$ cat src/rtl/segasys1_pkg.sv
// Shared types for the System 1 program-ROM arbiter: FSM states and owner tags.
package segasys1_pkg;

    typedef enum logic [1:0] {
        IDLE = 2'd0,
        BUSY = 2'd1,
        HOLD = 2'd2
    } arbState_t;

    typedef enum logic {
        OWN_A = 1'b0,
        OWN_B = 1'b1
    } owner_t;

    // A zero limit still needs one bit so the counter port never collapses.
    function automatic int cntWidth(input int lim);
        return (lim < 1) ? 1 : $clog2(lim + 1);
    endfunction

endpackage

$ cat src/rtl/segasys1_rdpipe.sv
// Two-stage owner/valid pipeline tracking ROM reads in flight; steers the
// returned ROM byte to the owning requester and pulses its acknowledge.
module segasys1_rdpipe
    import segasys1_pkg::*;
#(
    parameter int DW = 8
) (
    input  logic          clk,
    input  logic          reset,
    input  logic          i_grant,
    input  owner_t        i_owner,
    input  logic [DW-1:0] i_rdt,
    output logic          o_v0,
    output logic          o_v1,
    output owner_t        o_own0,
    output owner_t        o_own1,
    output logic          o_aAck,
    output logic          o_aDt_unused_guard,
    output logic [DW-1:0] o_aDt,
    output logic          o_bAck,
    output logic [DW-1:0] o_bDt
);

    logic          r_v0;
    logic          r_v1;
    owner_t        r_own0;
    owner_t        r_own1;
    logic          r_aAck;
    logic          r_bAck;
    logic [DW-1:0] r_aDt;
    logic [DW-1:0] r_bDt;
    logic          w_capA;
    logic          w_capB;

    // Stage 1 lines up with the cycle in which the synchronous ROM presents data.
    assign w_capA = r_v1 && (r_own1 == OWN_A);
    assign w_capB = r_v1 && (r_own1 == OWN_B);

    always_ff @(posedge clk or posedge reset) begin
        if (reset) begin
            r_v0   <= 1'b0;
            r_v1   <= 1'b0;
            r_own0 <= OWN_A;
            r_own1 <= OWN_A;
            r_aAck <= 1'b0;
            r_bAck <= 1'b0;
            r_aDt  <= '0;
            r_bDt  <= '0;
        end else begin
            r_v0   <= i_grant;
            r_own0 <= i_owner;
            r_v1   <= r_v0;
            r_own1 <= r_own0;
            r_aAck <= w_capA;
            r_bAck <= w_capB;
            if (w_capA) begin
                r_aDt <= i_rdt;
            end
            if (w_capB) begin
                r_bDt <= i_rdt;
            end
        end
    end

    assign o_v0   = r_v0;
    assign o_v1   = r_v1;
    assign o_own0 = r_own0;
    assign o_own1 = r_own1;
    assign o_aAck = r_aAck;
    assign o_bAck = r_bAck;
    assign o_aDt  = r_aDt;
    assign o_bDt  = r_bDt;
    assign o_aDt_unused_guard = r_aAck && r_bAck;

endmodule

$ cat src/rtl/segasys1_romarb.sv
// Program-ROM arbiter: two level-request ports share one synchronous ROM,
// one read per clock, A-priority with a starvation limit for B.
module segasys1_romarb
    import segasys1_pkg::*;
#(
    parameter int AW   = 15,
    parameter int DW   = 8,
    parameter int BLIM = 4
) (
    input  logic          clk,
    input  logic          reset,
    input  logic          dl_busy,
    input  logic          a_req,
    input  logic [AW-1:0] a_ad,
    output logic [DW-1:0] a_dt,
    output logic          a_ack,
    input  logic          b_req,
    input  logic [AW-1:0] b_ad,
    output logic [DW-1:0] b_dt,
    output logic          b_ack,
    output logic [AW-1:0] rad,
    input  logic [DW-1:0] rdt
);

    localparam int            CW  = cntWidth(BLIM);
    localparam logic [CW-1:0] LIM = CW'(BLIM);

    arbState_t     r_state;
    arbState_t     w_nextState;
    logic [CW-1:0] r_starve;
    logic          r_lastA;
    logic [AW-1:0] r_rad;

    logic   w_v0;
    logic   w_v1;
    owner_t w_own0;
    owner_t w_own1;
    logic   w_bothAck;
    logic   w_aElig;
    logic   w_bElig;
    logic   w_bFirst;
    logic   w_grantEn;
    logic   w_grantA;
    logic   w_grantB;
    logic   w_grant;
    owner_t w_owner;

    segasys1_rdpipe #(.DW(DW)) u_rdpipe (
        .clk                (clk),
        .reset              (reset),
        .i_grant            (w_grant),
        .i_owner            (w_owner),
        .i_rdt              (rdt),
        .o_v0               (w_v0),
        .o_v1               (w_v1),
        .o_own0             (w_own0),
        .o_own1             (w_own1),
        .o_aAck             (a_ack),
        .o_aDt_unused_guard (w_bothAck),
        .o_aDt              (a_dt),
        .o_bAck             (b_ack),
        .o_bDt              (b_dt)
    );

    // One outstanding read per requester; the ack cycle also blocks re-issue
    // because a level request is still high while its ack is being seen.
    assign w_aElig = a_req && !a_ack
                   && !(w_v0 && (w_own0 == OWN_A))
                   && !(w_v1 && (w_own1 == OWN_A));
    assign w_bElig = b_req && !b_ack
                   && !(w_v0 && (w_own0 == OWN_B))
                   && !(w_v1 && (w_own1 == OWN_B));

    // With a zero limit B priority simply alternates with the last winner.
    assign w_bFirst = (BLIM == 0) ? r_lastA : (r_starve == LIM);

    always_ff @(posedge clk or posedge reset) begin
        if (reset) begin
            r_state <= IDLE;
        end else begin
            r_state <= w_nextState;
        end
    end

    always_comb begin
        w_nextState = r_state;
        if (dl_busy) begin
            w_nextState = HOLD;
        end else begin
            case (r_state)
                IDLE: if (w_grant) w_nextState = BUSY;
                BUSY: if (!w_grant && !w_v0) w_nextState = IDLE;
                HOLD: if (!w_v0 && !w_v1) w_nextState = IDLE;
                default: w_nextState = IDLE;
            endcase
        end
    end

    always_comb begin
        w_grantEn = (r_state != HOLD) && !dl_busy;
        w_grantA  = w_grantEn && w_aElig && (!w_bElig || !w_bFirst);
        w_grantB  = w_grantEn && w_bElig && (!w_aElig || w_bFirst);
        w_grant   = w_grantA || w_grantB;
        w_owner   = w_grantB ? OWN_B : OWN_A;
    end

    always_ff @(posedge clk or posedge reset) begin
        if (reset) begin
            r_rad    <= '0;
            r_starve <= '0;
            r_lastA  <= 1'b0;
        end else begin
            if (w_grantA) begin
                r_rad   <= a_ad;
                r_lastA <= 1'b1;
            end else if (w_grantB) begin
                r_rad   <= b_ad;
                r_lastA <= 1'b0;
            end
            if (w_grantB || !w_bElig) begin
                r_starve <= '0;
            end else if (w_grantA && (r_starve != LIM)) begin
                r_starve <= r_starve + CW'(1);
            end
        end
    end

    assign rad = r_rad;

endmodule

$ cat config.mk
export PLATFORM = sky130hd
export DESIGN_NAME = segasys1_romarb
export DESIGN_NICKNAME = d
export VERILOG_FILES = /design/src/rtl/segasys1_pkg.sv /design/src/rtl/segasys1_rdpipe.sv /design/src/rtl/segasys1_romarb.sv
export SDC_FILE = /design/constraint.sdc
export NUM_CORES = 1
export LEC_CHECK = 0
export ABC_CLOCK_PERIOD_IN_PS = 3560
export CAP_MARGIN = 20
export CORE_MARGIN = 10
export CORE_UTILIZATION = 48
export CTS_CLUSTER_SIZE = 16
export DETAILED_ROUTE_END_ITERATION = 8
export GPL_TIMING_DRIVEN = 0
export PLACE_DENSITY = 0.89
export SKIP_LAST_GASP = 1
export SYNTH_ARGS = -nofsm -noshare
export SYNTH_HDL_FRONTEND = slang
export SYNTH_HIERARCHICAL = 1
export SYNTH_SLANG_ARGS = --single-unit
$ cat constraint.sdc
create_clock -name clk -period 3.56 [get_ports clk]
set_clock_uncertainty 0.1 [all_clocks]
set_input_delay 0.356 -clock clk [delete_from_list [all_inputs] [get_ports clk]]
set_output_delay 0.356 -clock clk [all_outputs]
set_load 0.01 [all_outputs]
---- Word level (Yosys, flattened, before mapping) ----
Index checks and enable logic that the tools add are counted.
storage, ports and cells
  flip-flop bits (word level) ............. 42
  input bits .............................. 43
  output and inout bits ................... 33
  word-level logic and storage cells ...... 71
cells by class
  add/sub/neg operators ................... 1
  eq/ne operators ......................... 8
  mux-type cells .......................... 10
  bitwise gates (word level) .............. 2
  reductions and logical operators ........ 39
operator list
  operator                                               number
  two-way mux 15 bit                                     2
  logical AND 1 bit                                      18
  logical NOT 1 bit                                      13
  inequality test 3 bit, second input constant           3
  two-way mux 2 bit                                      4
  two-way mux 3 bit                                      2
  one-hot mux 2 bit (3 select lines)                     1
  logical OR 1 bit                                       4
  nonzero test 2 bit                                     2
  adder 3 x 1 -> 3 bit, second input constant            1
  equality test 3 bit, second input constant             1
  inequality test 3 x 2 -> 1 bit, second input constant  1
  AND reduction 3 bit                                    1
  equality test 2 x 1 -> 1 bit, second input constant    1
  equality test 2 bit, second input constant             1
  logical NOT 2 bit                                      1
  inequality test 2 bit, second input constant           1
  inverter 1 bit                                         2
  two-way mux 1 bit                                      1

---- Logic depth before layout (Yosys ltp) ----
Gate-level depths: netlist of run 1.
  depth after elaboration ................. 14
  mapped depth ............................ 7
  gate-level depth less buffers ........... 6

---- Hierarchy ----
The synthesis of run 1 kept the hierarchy.
by module, submodules not included
  module           times used  cells an instance  area each (um^2)  seq. area each (um^2)
  segasys1_romarb  1           129                1266.2            500.5
  segasys1_rdpipe  1           45                 809.5             550.5

---- Worst setup path after synthesis of run 1 ----
No wires, ideal clock.
  kind .................................... reg-to-reg
  start point ............................. reg u_rdpipe.r_v1, in the netlist u_rdpipe/o_v1
  end point ............................... reg r_rad[1], in the netlist rad[1]
  library setup time ...................... 0.145 ns
  data arrival time ....................... 1.666 ns
  data required time ...................... 3.315 ns
  slack ................................... 1.649 ns
  stages on the path, launching flop included .. 7
  buffers on the path ..................... 2
  period minus slack after synthesis ...... 1.911 ns
  path through ............................ dfrtp_1 and2_1 a211o_1 clkbuf_1 clkbuf_1 a2111oi_0 a211oi_2
on the way
  cells in the longest elaborated chain, start to end .. 7
  elaborated cells between the ends (all ways) .. 16
  classes of those cells .................. 1 x mux; 15 x reduce/logical
ends and longest elaborated chain
  what                                                             line                                            text
  start, declared                                                  segasys1_rdpipe.sv:25                           logic r_v1;
  start signal, assigned                                           segasys1_rdpipe.sv:52                           r_v1 <= r_v0;
  logical AND 1 bit (on tied branches)                             segasys1_romarb.sv:72, segasys1_romarb.sv:69
  logical NOT 1 bit (on tied branches)                             segasys1_romarb.sv:72, segasys1_romarb.sv:69
  logical AND 1 bit (on tied branches)                             segasys1_romarb.sv:72, segasys1_romarb.sv:69
  logical NOT 1 bit (on tied branches)                             segasys1_romarb.sv:101, segasys1_romarb.sv:102
  logical OR 1 bit (on tied branches)                              segasys1_romarb.sv:101, segasys1_romarb.sv:102
  logical AND 1 bit (on tied branches)                             segasys1_romarb.sv:101, segasys1_romarb.sv:102
  two-way mux 15 bit / nonzero test 2 bit (equally long branches)  -
  end signal, assigned                                             segasys1_romarb.sv:109                          r_rad <= '0;
  end signal, assigned                                             segasys1_romarb.sv:114                          r_rad <= a_ad;
  end signal, assigned                                             segasys1_romarb.sv:117                          r_rad <= b_ad;
  end, declared                                                    segasys1_romarb.sv:32                           logic [AW-1:0] r_rad;
Parallel ways exist; a longest one is shown, timed or not.
A chain may end at the register's enable or synchronous reset.

---- Worst setup path after layout of run 1 ----
Same ends and word-level chain as after synthesis.

==> impl_metrics.env, run 1 <==
export IMPL_outcome="finished clean"
export IMPL_regArea_sq_mm=0.001051
export IMPL_initial_utilization_pct=50.64
export IMPL_critical_path_class="reg2reg"
export IMPL_clock_latency_ns=0.30
export IMPL_power_w=0.001532
export IMPL_clkTransAtPathRegs_ns=0.08
export IMPL_totalWireLength_microns=5637
export IMPL_clock_root_buffer="clkbuf_8"
export IMPL_p_leak_nw=1.254
export IMPL_drc=0
export IMPL_yosysWarnings=6
export IMPL_dp_hpwl_microns=4226
export IMPL_drtPass1Iterations=4
export IMPL_die_y_microns=85.66
export IMPL_grt_pass1_wl_microns=9163
export IMPL_drtAntennaViolNets=0
export IMPL_fillerInstances=280
export IMPL_drt_iter0_drc=137
export IMPL_wire_per_inst_microns=18.42
export IMPL_cp_slowest_cell="a2111oi_0"
export IMPL_htreeDepth=2
export IMPL_syn_num_nets=218
export IMPL_hold_buffers=0
export IMPL_port_buffers=75
export IMPL_finalCritPeriodShare_pct=63.49
export IMPL_io_pins=76
export IMPL_max_cap_viol_count=0
export IMPL_clockBufferDepth=2
export IMPL_tritoncts="done"
export IMPL_rr_startpoint="u_rdpipe/o_v1"
export IMPL_relSlewSlack_pct=46.88
export IMPL_cts_made_buffers=5
export IMPL_cts_setup_buffers=0
export IMPL_multi_input_area_sq_um=850.8
export IMPL_setup_viol=0
export IMPL_worstPathRequired_ns=3.61
export IMPL_netlist_instances=173
export IMPL_ir_worst_vdd_uv=311.9
export IMPL_grt_remaining_overflow=0
export IMPL_hold_class="reg2reg"
export IMPL_grt_max_degree=23
export IMPL_vias=1665
export IMPL_synth_cell_area_sq_mm=0.002069
export IMPL_maxSlewViolCount=0
export IMPL_drive_gt1_share_pct=16.41
export IMPL_power_density_mw_per_mm2=512.0
export IMPL_place_congestion=0.7511
export IMPL_rows=23
export IMPL_start_kind="register"
export IMPL_critPathArrivalTime_ns=2.31
export IMPL_die_x_microns=85.66
export IMPL_clock_sinks=42
export IMPL_cp_max_fo=10
export IMPL_ctsResizeCount=0
export IMPL_fin_tns_setup_ns=0
export IMPL_dieArea_sq_mm=0.007338
export IMPL_min_delay_start="r_state[1]"
export IMPL_num_nets_final=300
export IMPL_vias_per_cell=5.441
export IMPL_n_antenna_cell=0
export IMPL_path_buf_inv=2
export IMPL_antenna_found_initial=0
export IMPL_crit_chain="and2_1, a211o_1, clkbuf_1, clkbuf_1, a2111oi_0, a211oi_2"
export IMPL_grt_pass1_vias=1776
export IMPL_synth_area_per_cell_sq_um=11.96
export IMPL_max_stage_delay_ns=0.50
export IMPL_grt_use_total_pct=15.23
export IMPL_grt_setup_unrepaired="false"
export IMPL_fmax_mhz=442.5
export IMPL_tightestPinTransition_ns=0.7960
export IMPL_startpoint="u_rdpipe/o_v1"
export IMPL_period_minus_slack_ns=2.260
export IMPL_finalHoldViolations=0
export IMPL_crit_family="compound AO/OA/AOI/OAI gates"
export IMPL_area_growth_pct=44.62
export IMPL_endpoint_kind="register"
export IMPL_timing_hold_ws_ns=0.3486
export IMPL_cp_common_cell="clkbuf_1"
export IMPL_core_sq_mm=0.004086
worst paths after layout:
path                                endpoint  slack, ns  cells past startpoint
setup / recovery                      rad[1]       1.30                      6
hold / removal                    r_state[0]       0.35                      1
setup reg to reg                      rad[1]       1.30                      6
hold reg to reg                   r_state[0]       0.35                      1
max in group asynchronous  u_rdpipe/o_bDt[4]       2.42                      2
min in group asynchronous            rad[11]       0.44                      2
where the power goes:
group	internal [W]	leakage (nW)	switching [W]
logic	0.000315	0.706	0.000205
registers	0.000580	0.496	0.0000584
clock network	0.000209	0.0514	0.000164
total	0.00110	1.25	0.000428
metal layers:
layer / routed length [microns] / part of all wire [%] / GRT usage [%] / vias to the layer above
li1: - / - / - / 800
met1: 2324 / 41 / 18.11 / 815
met2: 2964 / 53 / 25.82 / 44
met3: 283 / 5.0 / 4.447 / 6
met4: 65 / 1.2 / 4.641 / 0
met5: 0 / 0 / 0 / -
worst register-to-register path, cell delays in order (launching register included):
cell and delay, ns:
dfrtp_1 0.45, and2_1 0.22, a211o_1 0.30, clkbuf_1 0.20
clkbuf_1 0.26, a2111oi_0 0.50, a211oi_2 0.09
cells in the final DEF, fill, tap and decap left out, types with 5 or more instances in the layout:
cell             instances
nor4_1                  15
a211oi_1                 8
clkbuf_8                 5
mux2_2                   8
dfrtp_1                 42
a211oi_2                 9
inv_1                   21
mux2_4                   8
clkdlybuf4s50_1         75
a2111oi_0               15
clkbuf_1                11
stage by stage:
| stage | cells | instance area [sq um] | util, % | setup WS (ns) |
|---|---|---|---|---|
| after global routing | 306 | 2993 | 73.24 | 1.043 |
| final | 306 | 2993 | 73.24 | 1.300 |
| after CTS | 306 | 2993 | 73.24 | 1.307 |
| after global placement | 298 | 2883 | 70.55 | 1.107 |
| after detailed placement | 298 | 2883 | 70.55 | 1.076 |
| after floorplan | 173 | 2069 | - | 1.649 |
registers in the layout (all words and copies together) (netlist names):
name and cells:
rad 15, u_rdpipe/o_aDt 8, u_rdpipe/o_bDt 8, r_starve 3, r_state 2, u_rdpipe/o_aAck 1, u_rdpipe/o_bAck 1, u_rdpipe/o_own0 1
u_rdpipe/o_own1 1, u_rdpipe/o_v0 1, u_rdpipe/o_v1 1
cell type report:
cell class	count	share of cell area, %
plain buffers	14	2.843
clock buffers	6	2.425
clock inverters	2	1.254
inverters	22	2.759
multi-input cells	95	28.43
flip-flops and latches	42	35.12
well taps	50	2.090
repair buffers	75	25.08
No activity file was read; power rests on OpenSTA's default activity.
==> run 2, diff against run 1 <==
ABC_CLOCK_PERIOD_IN_PS = 2000   (was 3560)
CORE_UTILIZATION = 40   (was 48)
PLACE_DENSITY = 0.8   (was 0.89)
clock period = 2 ns   (was 3.56 ns; I/O delays follow)
==> impl_metrics.env, run 2 (same netlist as run 1, synthesis figures left out) <==
export IMPL_outcome="finished clean"
export IMPL_critical_path_class="reg2reg"
export IMPL_cp_common_cell="buf_6"
export IMPL_worstPathRequired_ns=2.12
export IMPL_max_cap_viol_count=0
export IMPL_grt_use_total_pct=14.38
export IMPL_fin_ws_ns=0.03662
export IMPL_rows=26
export IMPL_regArea_sq_mm=0.001054
export IMPL_critPathArrivalTime_ns=2.08
export IMPL_totalWireLength_microns=6180
export IMPL_dieArea_sq_mm=0.008451
export IMPL_grt_setup_unrepaired="true"
export IMPL_drive_gt1_share_pct=29.50
export IMPL_crit_family="simple AND/OR/NAND/NOR gates"
export IMPL_endpoint_kind="register"
export IMPL_place_congestion=0.7765
export IMPL_core_sq_mm=0.005075
export IMPL_relSlewSlack_pct=46.39
export IMPL_initial_utilization_pct=40.78
export IMPL_tritoncts="done"
export IMPL_finalHoldViolations=0
export IMPL_start_kind="register"
export IMPL_num_nets_final=305
export IMPL_period_minus_slack_ns=1.963
export IMPL_multi_input_area_sq_mm=0.001011
export IMPL_grt_remaining_overflow=0
export IMPL_antenna_found_initial=0
export IMPL_clkTransAtPathRegs_ns=0.09
export IMPL_dp_hpwl_microns=4457
export IMPL_post_place_ws_ns=-0.3084
export IMPL_wire_per_inst_microns=18.67
export IMPL_path_buf_inv=3
export IMPL_finalCritPeriodShare_pct=98.17
export IMPL_max_stage_delay_ns=0.44
export IMPL_final_util_pct=63.58
export IMPL_drtAntennaViolNets=0
export IMPL_clockBufferDepth=2
export IMPL_clock_sinks=42
export IMPL_tightestPinTransition_ns=0.8033
export IMPL_final_cell_mix="clkdlybuf4s50_1 (75), dfrtp_1 (40), inv_1 (21)"
export IMPL_cp_max_fo=10
export IMPL_drc=0
export IMPL_maxSlewViolCount=0
export IMPL_grt_max_degree=23
export IMPL_htreeDepth=2
export IMPL_drt_iter0_drc=72
export IMPL_rr_startpoint="u_rdpipe/o_v1"
export IMPL_drtPass1Iterations=4
export IMPL_clock_latency_ns=0.30
export IMPL_vias_per_cell=5.302
export IMPL_io_pins=76
export IMPL_power_density_mw_per_mm2=836.8
export IMPL_startpoint="u_rdpipe/o_v1"
export IMPL_final_common_cell="clkdlybuf4s50_1"
export IMPL_area_growth_pct=55.92
export IMPL_port_buffers=75
export IMPL_largest_reg_flops=15
export IMPL_n_antenna_cell=0
export IMPL_fmax_mhz=509.3
export IMPL_cts_made_buffers=5
export IMPL_cp_slowest_cell="dfrtp_2"
export IMPL_die_x_microns=91.93
export IMPL_setup_viol=0
export IMPL_vias=1755
export IMPL_crit_chain="nor2b_4, or3_4, buf_6, a21o_1, buf_6, buf_12, a211oi_2"
export IMPL_grt_pass1_wl_microns=9908
export IMPL_ir_worst_vdd_uv=595.9
export IMPL_hold_class="in2async"
export IMPL_grt_pass1_vias=1899
export IMPL_clock_root_buffer="clkbuf_8"
export IMPL_p_leak_nw=1.318
export IMPL_die_y_microns=91.93
export IMPL_fillerInstances=415
run 2: worst paths after layout:
kind | end | slack [ns] | depth (start not counted)
max reg2reg | rad[2] | 0.04 | 7
max in group asynchronous | u_rdpipe/o_v0 | 0.97 | 2
min | rad[4] | 0.27 | 2
min reg2reg | r_state[0] | 0.36 | 1
max | rad[2] | 0.04 | 7
min in group clk | r_state[0] | 0.36 | 1
run 2: per-stage QoR:
stage                     total power (W)   TNS, ns  cell area [sq um]  cells  hold WS, ns
after detailed placement         0.002091    -3.191               2908    318       0.3451
after CTS                        0.002698  -0.01695               3107    328       0.3042
after global placement           0.002068    -2.956               2908    318       0.3263
after floorplan                  0.001551         0               2069    173      0.06383
after global routing             0.002840   -0.3553               3227    331       0.3586
final                            0.002700         0               3227    331       0.2696
run 2: what timing repair did:
item                       4_1_cts  5_1_grt
setup endpoints to repair       10       15
gates resized for setup         27       30
gates cloned                     0        1
setup buffers                    2        2
hold buffers                     0        0
hold endpoints to repair         0        0
pin swaps                        1        3
run 2: area by class of cell:
class                           instances  area share (%)
Buffer                                 14           3.451
Clock buffer                            6           2.559
Clock inverter                          2          0.3877
Inverter                               22           2.559
Multi-Input combinational cell         95           31.33
Sequential cell                        42           32.65
Tap cell                               70           2.714
Timing Repair Buffer                   80           24.35
run 2: worst register-to-register path, cell delays in order, from the launching register on:
cell and delay (ns):
dfrtp_2 0.44, nor2b_4 0.15, or3_4 0.39, buf_6 0.14, a21o_1 0.18, buf_6 0.14, buf_12 0.15, a211oi_2 0.22
run 2: metal layers:
| metal | vias to the layer above | wire, microns | track usage, % |
|---|---|---|---|
| met2 | 36 | 3323 | 25.24 |
| li1 | 818 | - | - |
| met3 | 12 | 232 | 3.423 |
| met5 | - | 0 | 0 |
| met4 | 0 | 146 | 5.527 |
| met1 | 889 | 2477 | 16.50 |
run 2: power by group:
part	internal, W	switching, W
Sequential	0.00103	0.000100
Clock	0.000278	0.000298
Combinational	0.000589	0.000403
